--- src/rtl/lkt_sched_pkg.sv ---
// lkt_pkg: shared widths, scheduler state encoding and select-vector check helper
package lkt_pkg;
  localparam int LKT_RESULT_WIDTH = 3;
  localparam int LKT_NUM_LOOKUPS  = 8;
  localparam int LKT_NUM_CHOICES  = 2;
  localparam int LKT_NUM_REQ      = 4;
  localparam int LKT_DP_LATENCY   = 1;
  typedef enum logic [1:0] {IDLE, WAIT, RESP} lkt_sched_state_e;
  // A lookup's choice slice is legal only when exactly one choice is selected
  function automatic logic lkt_sel_onehot_ok(input logic [31:0] lane);
    return $countones(lane) == 1;
  endfunction
endpackage

--- src/rtl/lkt_sched_if.sv ---
// lkt_sched_if: config write, request and response channels of the lkt scheduler
interface lkt_sched_if #(
  parameter int RESULT_WIDTH = 3,
  parameter int NUM_LOOKUPS  = 8,
  parameter int NUM_CHOICES  = 2,
  parameter int NUM_REQ      = 4
);
  logic                                        cfg_we;
  logic                                        cfg_ready;
  logic [$clog2(NUM_LOOKUPS*NUM_CHOICES)-1:0]  cfg_addr;
  logic [RESULT_WIDTH-1:0]                     cfg_data;
  logic [NUM_REQ-1:0]                          req_valid;
  logic [NUM_REQ-1:0]                          req_ready;
  logic [NUM_REQ*NUM_LOOKUPS*NUM_CHOICES-1:0]  req_sel;
  logic                                        rsp_valid;
  logic                                        rsp_ready;
  logic [$clog2(NUM_REQ)-1:0]                  rsp_id;
  logic [RESULT_WIDTH*NUM_LOOKUPS-1:0]         rsp_data;
  logic                                        rsp_err;
  modport master (
    output cfg_we, cfg_addr, cfg_data, req_valid, req_sel, rsp_ready,
    input  cfg_ready, req_ready, rsp_valid, rsp_id, rsp_data, rsp_err
  );
  modport slave (
    input  cfg_we, cfg_addr, cfg_data, req_valid, req_sel, rsp_ready,
    output cfg_ready, req_ready, rsp_valid, rsp_id, rsp_data, rsp_err
  );
endinterface

--- src/rtl/lkt_sched_rr_arb.sv ---
// lkt_rr_arb: round-robin pick starting at ptr, wrapping from NUM_REQ-1 to 0
module lkt_rr_arb #(
  parameter int NUM_REQ = 4
) (
  input  logic [NUM_REQ-1:0]         req,
  input  logic [$clog2(NUM_REQ)-1:0] ptr,
  output logic [NUM_REQ-1:0]         gnt,
  output logic [$clog2(NUM_REQ)-1:0] idx
);
  // Scan offsets from farthest to nearest so the requester closest to ptr wins
  always_comb begin
    idx = '0;
    for (int i = NUM_REQ - 1; i >= 0; i--)
      if (req[(int'(ptr) + i) % NUM_REQ]) idx = $clog2(NUM_REQ)'((int'(ptr) + i) % NUM_REQ);
    gnt = (|req) ? NUM_REQ'(1) << idx : '0;
  end
endmodule

--- src/rtl/lkt_sched.sv ---
// lkt_sched: table owner, round-robin lookup scheduler and response returner (option: LKT_SCHED_SEL_CHECK_EN)
module lkt_sched
  import lkt_pkg::*;
#(
  parameter int RESULT_WIDTH = LKT_RESULT_WIDTH,
  parameter int NUM_LOOKUPS  = LKT_NUM_LOOKUPS,
  parameter int NUM_CHOICES  = LKT_NUM_CHOICES,
  parameter int NUM_REQ      = LKT_NUM_REQ,
  parameter int DP_LATENCY   = LKT_DP_LATENCY
) (
  input  logic                                             clk,
  input  logic                                             rst,
  lkt_sched_if.slave                                       bus,
  output logic [NUM_LOOKUPS*NUM_CHOICES*RESULT_WIDTH-1:0]  lookup_table_o,
  output logic [NUM_LOOKUPS*NUM_CHOICES-1:0]               input_o,
  input  logic [RESULT_WIDTH*NUM_LOOKUPS-1:0]              output_i
);
  localparam int NE = NUM_LOOKUPS * NUM_CHOICES;
  localparam int IW = $clog2(NUM_REQ);
  lkt_sched_state_e state, state_n;
  logic [IW-1:0] ptr, gid, idx;
  logic [NUM_REQ-1:0] gnt;
  logic [NE-1:0] sel_g;
  logic [3:0] cnt;
  logic [RESULT_WIDTH*NUM_LOOKUPS-1:0] rdata;
  logic gnt_en, sel_bad, err_q;
  lkt_rr_arb #(.NUM_REQ(NUM_REQ)) u_arb (.req(bus.req_valid), .ptr(ptr), .gnt(gnt), .idx(idx));
  assign sel_g = bus.req_sel[int'(idx)*NE +: NE];
`ifdef LKT_SCHED_SEL_CHECK_EN
  // Flag the grant when any lookup does not pick exactly one choice
  always_comb begin
    sel_bad = 1'b0;
    for (int l = 0; l < NUM_LOOKUPS; l++)
      if (!lkt_sel_onehot_ok(32'(sel_g[l*NUM_CHOICES +: NUM_CHOICES]))) sel_bad = 1'b1;
  end
`else
  assign sel_bad = 1'b0;
`endif
  assign bus.req_ready = gnt_en ? gnt : '0;
  assign bus.rsp_valid = state == RESP;
  assign bus.rsp_id    = gid;
  assign bus.rsp_data  = rdata;
  assign bus.rsp_err   = err_q;
  // State register
  always_ff @(posedge clk or posedge rst)
    if (rst) state <= IDLE;
    else     state <= state_n;
  // Next state; a config write in IDLE blocks the grant for that cycle
  always_comb begin
    state_n       = state;
    gnt_en        = 1'b0;
    bus.cfg_ready = 1'b0;
    case (state)
      IDLE: begin
        bus.cfg_ready = 1'b1;
        gnt_en        = !bus.cfg_we && (|bus.req_valid);
        state_n       = gnt_en ? (sel_bad ? RESP : WAIT) : IDLE;
      end
      WAIT:    state_n = (cnt == 4'd0) ? RESP : WAIT;
      RESP:    state_n = bus.rsp_ready ? IDLE : RESP;
      default: state_n = IDLE;
    endcase
  end
  // Table, issued select, latency counter, captured result and round-robin pointer
  always_ff @(posedge clk or posedge rst)
    if (rst) begin
      lookup_table_o <= '0;
      input_o        <= '0;
      rdata          <= '0;
      gid            <= '0;
      err_q          <= 1'b0;
      ptr            <= '0;
      cnt            <= '0;
    end else begin
      if (state == IDLE && bus.cfg_we) lookup_table_o[int'(bus.cfg_addr)*RESULT_WIDTH +: RESULT_WIDTH] <= bus.cfg_data;
      if (gnt_en) begin
        input_o <= sel_bad ? '0 : sel_g;
        gid     <= idx;
        cnt     <= 4'(DP_LATENCY);
        err_q   <= sel_bad;
        if (sel_bad) rdata <= '0;
      end
      if (state == WAIT) begin
        cnt <= cnt - 4'd1;
        if (cnt == 4'd0) rdata <= output_i;
      end
      if (state == RESP && bus.rsp_ready) begin
        input_o <= '0;
        ptr     <= (int'(gid) == NUM_REQ - 1) ? '0 : gid + 1'b1;
      end
    end
endmodule

--- src/flat_wrapper.sv ---
// flat-port wrapper written by rule: the top's interface ports become plain ports
module lkt_sched_flat import lkt_pkg::*;
#(
  parameter int RESULT_WIDTH = LKT_RESULT_WIDTH,
  parameter int NUM_LOOKUPS  = LKT_NUM_LOOKUPS,
  parameter int NUM_CHOICES  = LKT_NUM_CHOICES,
  parameter int NUM_REQ      = LKT_NUM_REQ,
  parameter int DP_LATENCY   = LKT_DP_LATENCY
)
  (clk, rst, lookup_table_o, input_o, output_i, bus_cfg_we, bus_cfg_addr, bus_cfg_data, bus_req_valid, bus_req_sel, bus_rsp_ready, bus_cfg_ready, bus_req_ready, bus_rsp_valid, bus_rsp_id, bus_rsp_data, bus_rsp_err);
  lkt_sched_if #(.RESULT_WIDTH(RESULT_WIDTH), .NUM_LOOKUPS(NUM_LOOKUPS), .NUM_CHOICES(NUM_CHOICES), .NUM_REQ(NUM_REQ)) bus_i ();
  input  logic clk;
  input  logic rst;
  output logic [NUM_LOOKUPS*NUM_CHOICES*RESULT_WIDTH-1:0] lookup_table_o;
  output logic [NUM_LOOKUPS*NUM_CHOICES-1:0] input_o;
  input  logic [RESULT_WIDTH*NUM_LOOKUPS-1:0] output_i;
  input wire logic [$bits(bus_i.cfg_we)-1:0] bus_cfg_we;
  input wire logic [$bits(bus_i.cfg_addr)-1:0] bus_cfg_addr;
  input wire logic [$bits(bus_i.cfg_data)-1:0] bus_cfg_data;
  input wire logic [$bits(bus_i.req_valid)-1:0] bus_req_valid;
  input wire logic [$bits(bus_i.req_sel)-1:0] bus_req_sel;
  input wire logic [$bits(bus_i.rsp_ready)-1:0] bus_rsp_ready;
  output wire logic [$bits(bus_i.cfg_ready)-1:0] bus_cfg_ready;
  output wire logic [$bits(bus_i.req_ready)-1:0] bus_req_ready;
  output wire logic [$bits(bus_i.rsp_valid)-1:0] bus_rsp_valid;
  output wire logic [$bits(bus_i.rsp_id)-1:0] bus_rsp_id;
  output wire logic [$bits(bus_i.rsp_data)-1:0] bus_rsp_data;
  output wire logic [$bits(bus_i.rsp_err)-1:0] bus_rsp_err;
  assign bus_i.cfg_we = bus_cfg_we;
  assign bus_i.cfg_addr = bus_cfg_addr;
  assign bus_i.cfg_data = bus_cfg_data;
  assign bus_i.req_valid = bus_req_valid;
  assign bus_i.req_sel = bus_req_sel;
  assign bus_i.rsp_ready = bus_rsp_ready;
  assign bus_cfg_ready = bus_i.cfg_ready;
  assign bus_req_ready = bus_i.req_ready;
  assign bus_rsp_valid = bus_i.rsp_valid;
  assign bus_rsp_id = bus_i.rsp_id;
  assign bus_rsp_data = bus_i.rsp_data;
  assign bus_rsp_err = bus_i.rsp_err;
  lkt_sched #(.RESULT_WIDTH(RESULT_WIDTH), .NUM_LOOKUPS(NUM_LOOKUPS), .NUM_CHOICES(NUM_CHOICES), .NUM_REQ(NUM_REQ), .DP_LATENCY(DP_LATENCY)) u_core (.clk(clk), .rst(rst), .bus(bus_i), .lookup_table_o(lookup_table_o), .input_o(input_o), .output_i(output_i));
endmodule
--- config.mk ---
export PLATFORM = sky130hd
export DESIGN_NAME = lkt_sched_flat
export DESIGN_NICKNAME = d
export VERILOG_FILES = /design/src/rtl/lkt_sched_pkg.sv /design/src/rtl/lkt_sched_if.sv /design/src/rtl/lkt_sched_rr_arb.sv /design/src/rtl/lkt_sched.sv /design/src/flat_wrapper.sv
export SDC_FILE = /design/constraint.sdc
export NUM_CORES = 1
export LEC_CHECK = 0
export CORE_MARGIN = 2
export CORE_UTILIZATION = 42
export CTS_CLUSTER_DIAMETER = 200
export CTS_CLUSTER_SIZE = 20
export DETAILED_ROUTE_END_ITERATION = 16
export PLACE_DENSITY = 0.83
export SLEW_MARGIN = 40
export SYNTH_ARGS = -nofsm -noshare
export SYNTH_HDL_FRONTEND = slang
export SYNTH_SLANG_ARGS = --single-unit
--- constraint.sdc ---
create_clock -name clk -period 4.1 [get_ports clk]
set_input_delay 1.23 -clock clk [delete_from_list [all_inputs] [get_ports clk]]
set_output_delay 1.23 -clock clk [all_outputs]
set_load 0.03 [all_outputs]
# Word-level counts from Yosys, hierarchy flattened
# Index checks and enable logic that the tools add are counted.
dict set report op_classes {
  n_addsub 6
  n_mul 1
  n_lt_le_gt_ge 4
  n_eq_ne 3
  n_shift 4
  mux 29
  bitwise 3
  reduce_logical 13
}
# operator count
set op_table {}
lappend op_table {{64-bit by 7-bit indexed part select with 16-bit output} 1}
lappend op_table {{48-bit bitwise mux} 1}
lappend op_table {{3-bit by 33-bit variable shift with 48-bit output (first input constant)} 1}
lappend op_table {{3-bit by 33-bit indexed part select with 48-bit output} 1}
lappend op_table {{32-bit negator with 33-bit output} 1}
lappend op_table {{16-bit two-way mux} 2}
lappend op_table {{4-bit two-way mux} 4}
lappend op_table {{2-bit two-way mux} 7}
lappend op_table {{3-bit by 4-bit < comparator with 1-bit output (second input constant)} 3}
lappend op_table {{1-bit two-way mux} 10}
lappend op_table {{1-bit binary-select mux with 2-bit select} 4}
lappend op_table {{4-bit by 2-bit multiplier with 6-bit output (second input constant)} 1}
lappend op_table {{2-bit one-hot mux with 3 select lines} 1}
lappend op_table {{2-bit OR reduction} 3}
lappend op_table {{2-bit by 1-bit adder with 2-bit output (second input constant)} 2}
lappend op_table {{2-bit adder (second input constant)} 2}
lappend op_table {{2-bit by 1-bit equality test with 1-bit output (second input constant)} 2}
lappend op_table {{4-bit zero test} 1}
lappend op_table {{2-bit nonzero test} 2}
lappend op_table {{4-bit OR reduction} 1}
lappend op_table {{1-bit by 2-bit left shift with 4-bit output (first input constant)} 1}
lappend op_table {{4-bit by 1-bit subtractor with 4-bit output (second input constant)} 1}
lappend op_table {{1-bit AND (first input constant)} 3}
lappend op_table {{1-bit logical AND} 3}
lappend op_table {{other kinds (5)} 5}
dict set report totals {
  regBits 98
  input_bits 103
  elab_cells 70
}

# Depth between registers and ports, before layout
dict set report depth {
  word_depth 13
  mapped_depth 7
}

# By module
# Synthesis repeated with hierarchy kept, for this count alone.
dict set report hier_totals {
  hier_cells 387
  area_unflattened_um2 4769.6
}
# module n_inst cells_per_inst area_per_inst_um2 seq_area_each_um2
set by_module_without_submodules {}
lappend by_module_without_submodules {lkt_sched 1 356 4565.6 2452.4}
lappend by_module_without_submodules {lkt_rr_arb 1 31 203.9 0.0}

# Worst setup path before layout
# No wires, ideal clock.
dict set report synth_path {
  path_type {input-to-output}
  from {in bus_req_valid[2]}
  to {out bus_req_ready[1]}
  arrival_time_ns 2.526
  t_required_ns 2.870
  path_slack_ns 0.344
  path_stages 6
  path_buffers 1
  cell_sequence {mux2i_1 nor2_1 a311oi_1 nand2_1 buf_2 nor2_1}
}
dict set report synth_via {
  elab_chain_cells 10
}
# item line
set synth_lines {}
lappend synth_lines {{start, declared} flat_wrapper.sv:20} ;# input wire logic [$bits(bus_i.req_valid)-1:0] bus_req_valid;
lappend synth_lines {{1-bit binary-select mux with 2-bit select} lkt_sched_rr_arb.sv:14} ;# if (req[(int'(ptr) + i) % NUM_REQ]) idx = $clog2(NUM_REQ)'((int'(ptr) + i) % NUM_REQ);
lappend synth_lines {{1-bit two-way mux (not written as such) (2 in a row)} lkt_sched_rr_arb.sv:14}
lappend synth_lines {{2-bit two-way mux (4 in a row)} lkt_sched_rr_arb.sv:14}
lappend synth_lines {{1-bit by 2-bit left shift with 4-bit output} lkt_sched_rr_arb.sv:15} ;# gnt = (|req) ? NUM_REQ'(1) << idx : '0;
lappend synth_lines {{4-bit two-way mux} lkt_sched_rr_arb.sv:15}
lappend synth_lines {{4-bit two-way mux *} lkt_sched.sv:39} ;# assign bus.req_ready = gnt_en ? gnt : '0;
lappend synth_lines {{end, declared} flat_wrapper.sv:24} ;# output wire logic [$bits(bus_i.req_ready)-1:0] bus_req_ready;
# Mark *: on every way between the ends. The rest lies on a longest branch, timed or not. The select of a mux whose other input is x is not followed.

# Worst setup path in the final report
dict set report layout_path {
  from {in bus_req_valid[0]}
  to {out bus_req_ready[0]}
}
# The elaborated chain is that of the path after synthesis.

==> results by group <==
Run status
  – Outcome: complete, no violations

Synth
  – Syn Nets: 459
  – Ys flop type: dfrtp_1
  – Mean Syn Cell Area: 12.8 um^2
  – Cells after synthesis: 350
  – Post-synth EDFFs: 0
  – Register area share after synthesis: 0.547
  – Synthesis Warnings: 0
  – Post-Syn Area: 0.00448 mm^2
  – Seq cells post-synth: 98
  – Yosys cell types: 35
  – Async set-reset flop share out of synthesis: 1.00

Floorplan
  – Die Span Y: 107 um
  – Die area: 0.0115 mm^2
  – I/O pins: 200
  – Die X: 107 um
  – Core Rows: 37
  – Starting Density: 0.434
  – Core area: 0.0103 mm^2

Worst setup path
  – Crit Reg-Reg Startpoint: u_core.ptr[1]
  – WP data required: 2.87 ns
  – Setup CP Type: in -> out
  – Startpoint types: input port
  – Delay-heaviest family, CP: buffers and inverters
  – Most Frequent Cell on Critical Path: nor2_1
  – Crit Reg-Reg Endpoint: u_core.input_o[11]
  – Worst path max stage delay: 0.49 ns
  – Crit path max fanout: 8
  – CP Cell Sequence: clkdlybuf4s50_1 -> mux2i_1 -> nor2_1 -> a311oi_2 -> nand2b_2 -> nor2_1 -> buf_4
  – Slack of the worst reg-to-reg path: 2.05 ns
  – R2R depth: 6
  – Crit path buf inv count: 2
  – Critical Path AT: 2.83 ns
  – CP Capture Type: output pin
  – Slowest stage cell, crit path: clkdlybuf4s50_1

CTS
  – Clock Tree Buf Depth: 2
  – Clk_lat worst skew: 0.36 ns
  – # Post-CTS Setup Buffers: 0
  – H-tree levels: 3
  – Clock sink total: 98
  – TritonCTS clock tree: built
  – Root buffer cell: clkbuf_8
  – CTS Buf Count: 9
  – Clock Pin Slew Worst Setup and Hold Paths: 0.08 ns

Timing
  – Unrepaired setup endpoints after global routing: yes
  – Max_slew headroom: 0.566
  – Fin crit period: 4.06 ns
  – Slew Limit Fails: 0
  – Setup TNS: 0 ns
  – Peak Freq: 246 MHz
  – Skew final: 0.0107 ns
  – Hold Vio Cnt, Final: 0
  – Final setup viols: 0
  – Pin slew with the least headroom to its limit: 0.651 ns
  – Final worst-path cycle share: 0.990

Hold path
  – Min-Delay Path Class: reg -> reg
  – Hold Crit Depth: 2
  – Hold wc startpoint: u_core.input_o[8]
  – Worst hold endpoint: u_core.input_o[8]

Global routing
  – Global-route wire length before repair: 19.3 mm
  – Total gr overflow: 0
  – Total track usage: 0.219
  – Pin count of the biggest net entering global routing: 87
  – Vias in the first global route: 3671
  – Antenna violations before repair: 0

Placement
  – Final HPWL DP: 9.72 mm
  – Placed instance area: 0.00663 mm^2
  – Dpl cells: 680
  – GPL Wtd Cong: 0.800
  – PortBufs: 198

Routing
  – Vias: 3526
  – DRC: 0
  – DRT iter0 DRCs: 99
  – Average wire per standard cell: 17.8 um
  – Final wirelength: 12.3 mm
  – Drt via density: 5.07
  – DRT Pass-1 Iters: 4
  – ANT nets after route: 0

Power and ir drop
  – Final Power: 0.00439 W
  – LEAKAGE: 3.02 nW
  – Power Dens Cells: 643 mW/mm^2
  – Max VDD drop: 310 uV

Finish
  – ANT cells: 0
  – Final non-filler cell area: 0.00682 mm^2
  – Filler instances: 788
  – Final core occ: 0.660
  – Final net count: 664
  – Layout cells sized above 1: 0.209
  – Final std cells w/o fill: 695
  – Layout area overhead: 52.2%

Run
  – MaxCap Viol Count: 0
-- through the flow --
stage	hold slack [ns]	setup WS, ns
2_1_floorplan	0.458	0.308
3_3_place_gp	0.471	-0.0129
3_5_place_dp	0.475	-0.0367
4_1_cts	0.496	0.0286
5_1_grt	0.516	-0.0245
6_report	0.490	0.0419
-- repair_timing --
action | CTS | global route
gates resized for setup | 1 | 1
hold buffers | 0 | 0
endpoints found under the setup margin | 2 | 2
pin swaps | 0 | 0
-- worst min-delay path, stage by stage (launching register included) --
cell and delay (ns):
dfrtp_1 0.34, nand2_1 0.05, o221ai_1 0.06
-- logic make-up (layout without fill, tap and decap cells) --
logic type                 after synthesis  count (layout)  synth area share
AOI/OAI and AO/OA                       29              29            0.0489
xor gates and xnor gates                 3               3           0.00754
adders and majority gates                6               6            0.0168
buffers and inverters                   20             229            0.0223
DFF                                     98              98             0.547
muxes                                  106             106             0.257
other                                    1               1          0.000837
and+or+nand+nor                         87              87            0.0989
-- layout make-up --
| cell class | count | area (um^2) | share of cell area |
|---|---|---|---|
| sequential | 98 | 2450 | 0.360 |
| timing repair buffer | 206 | 2040 | 0.300 |
| multi-input combinational | 232 | 1940 | 0.284 |
| tap | 136 | 170 | 0.0250 |
| clock buffer | 11 | 151 | 0.0222 |
| inverter | 8 | 32.5 | 0.00477 |
| clock inverter | 4 | 27.5 | 0.00404 |
-- layer usage --
metal,track usage,part of all wire
met5,0,0
met1,0.259,0.40
met3,0.0684,0.085
met4,0.0705,0.017
met2,0.380,0.50
-- cell usage in the layout, fill, tap and decap left out, types with 2 or more instances in the layout --
cell,instances
a21oi_1,4
and2_1,6
and3_1,2
and3_2,4
and3_4,2
buf_4,11
clkbuf_8,11
clkdlybuf4s50_1,194
clkinv_2,2
clkinv_4,2
dfrtp_1,98
ha_1,6
inv_1,7
mux2_2,73
mux2i_1,33
nand2_1,38
nand2b_1,4
nand3_1,7
nor2_1,11
nor2b_1,2
nor3_2,2
o21ai_0,5
o221ai_1,16
o31ai_1,2
-- where the power goes --
| part | internal, W | switching (W) |
|---|---|---|
| Sequential | 0.00131 | 0.000206 |
| Clock | 0.000251 | 0.000320 |
| Combinational | 0.00105 | 0.00125 |
| Total | 0.00261 | 0.00178 |
-- cell usage after synthesis (4+ instances only) --
cell type,count,area share
nand2b_1,5,0.0070
a21oi_1,4,0.0045
and3_2,4,0.0067
buf_4,4,0.0067
o221ai_1,16,0.031
mux2i_1,33,0.074
nand3_1,7,0.0078
dfrtp_1,98,0.55
ha_1,6,0.017
buf_2,7,0.0078
inv_1,8,0.0067
nor2_1,11,0.0092
mux2_2,73,0.18
and2_1,6,0.0084
nand2_1,39,0.033
o21ai_0,5,0.0056
-- worst max-delay path by stage --
stage / startpoint / endpoint / slack, ns / depth (start not counted)
6_report: bus_req_valid[0] / bus_req_ready[0] / 0.04 / 7
5_1_grt: bus_req_valid[0] / bus_req_ready[0] / -0.02 / 7
4_1_cts: bus_req_valid[0] / bus_req_ready[0] / 0.03 / 7
3_5_place_dp: bus_req_valid[0] / bus_req_ready[0] / -0.04 / 7
3_3_place_gp: bus_req_valid[0] / bus_req_ready[0] / -0.01 / 7
2_1_floorplan: rst / u_core.bus.rsp_data[0] / 0.31 / 1
-- sequential cells by signal (all words and copies together) (netlist names) --
signal and flops:
u_core.lookup_table_o 48, u_core.bus.rsp_data 24, u_core.ptr 2, u_core.state 2, u_core.bus.rsp_id 2, u_core.cnt 4
u_core.input_o 16
No activity file was read; power rests on OpenSTA's default activity.
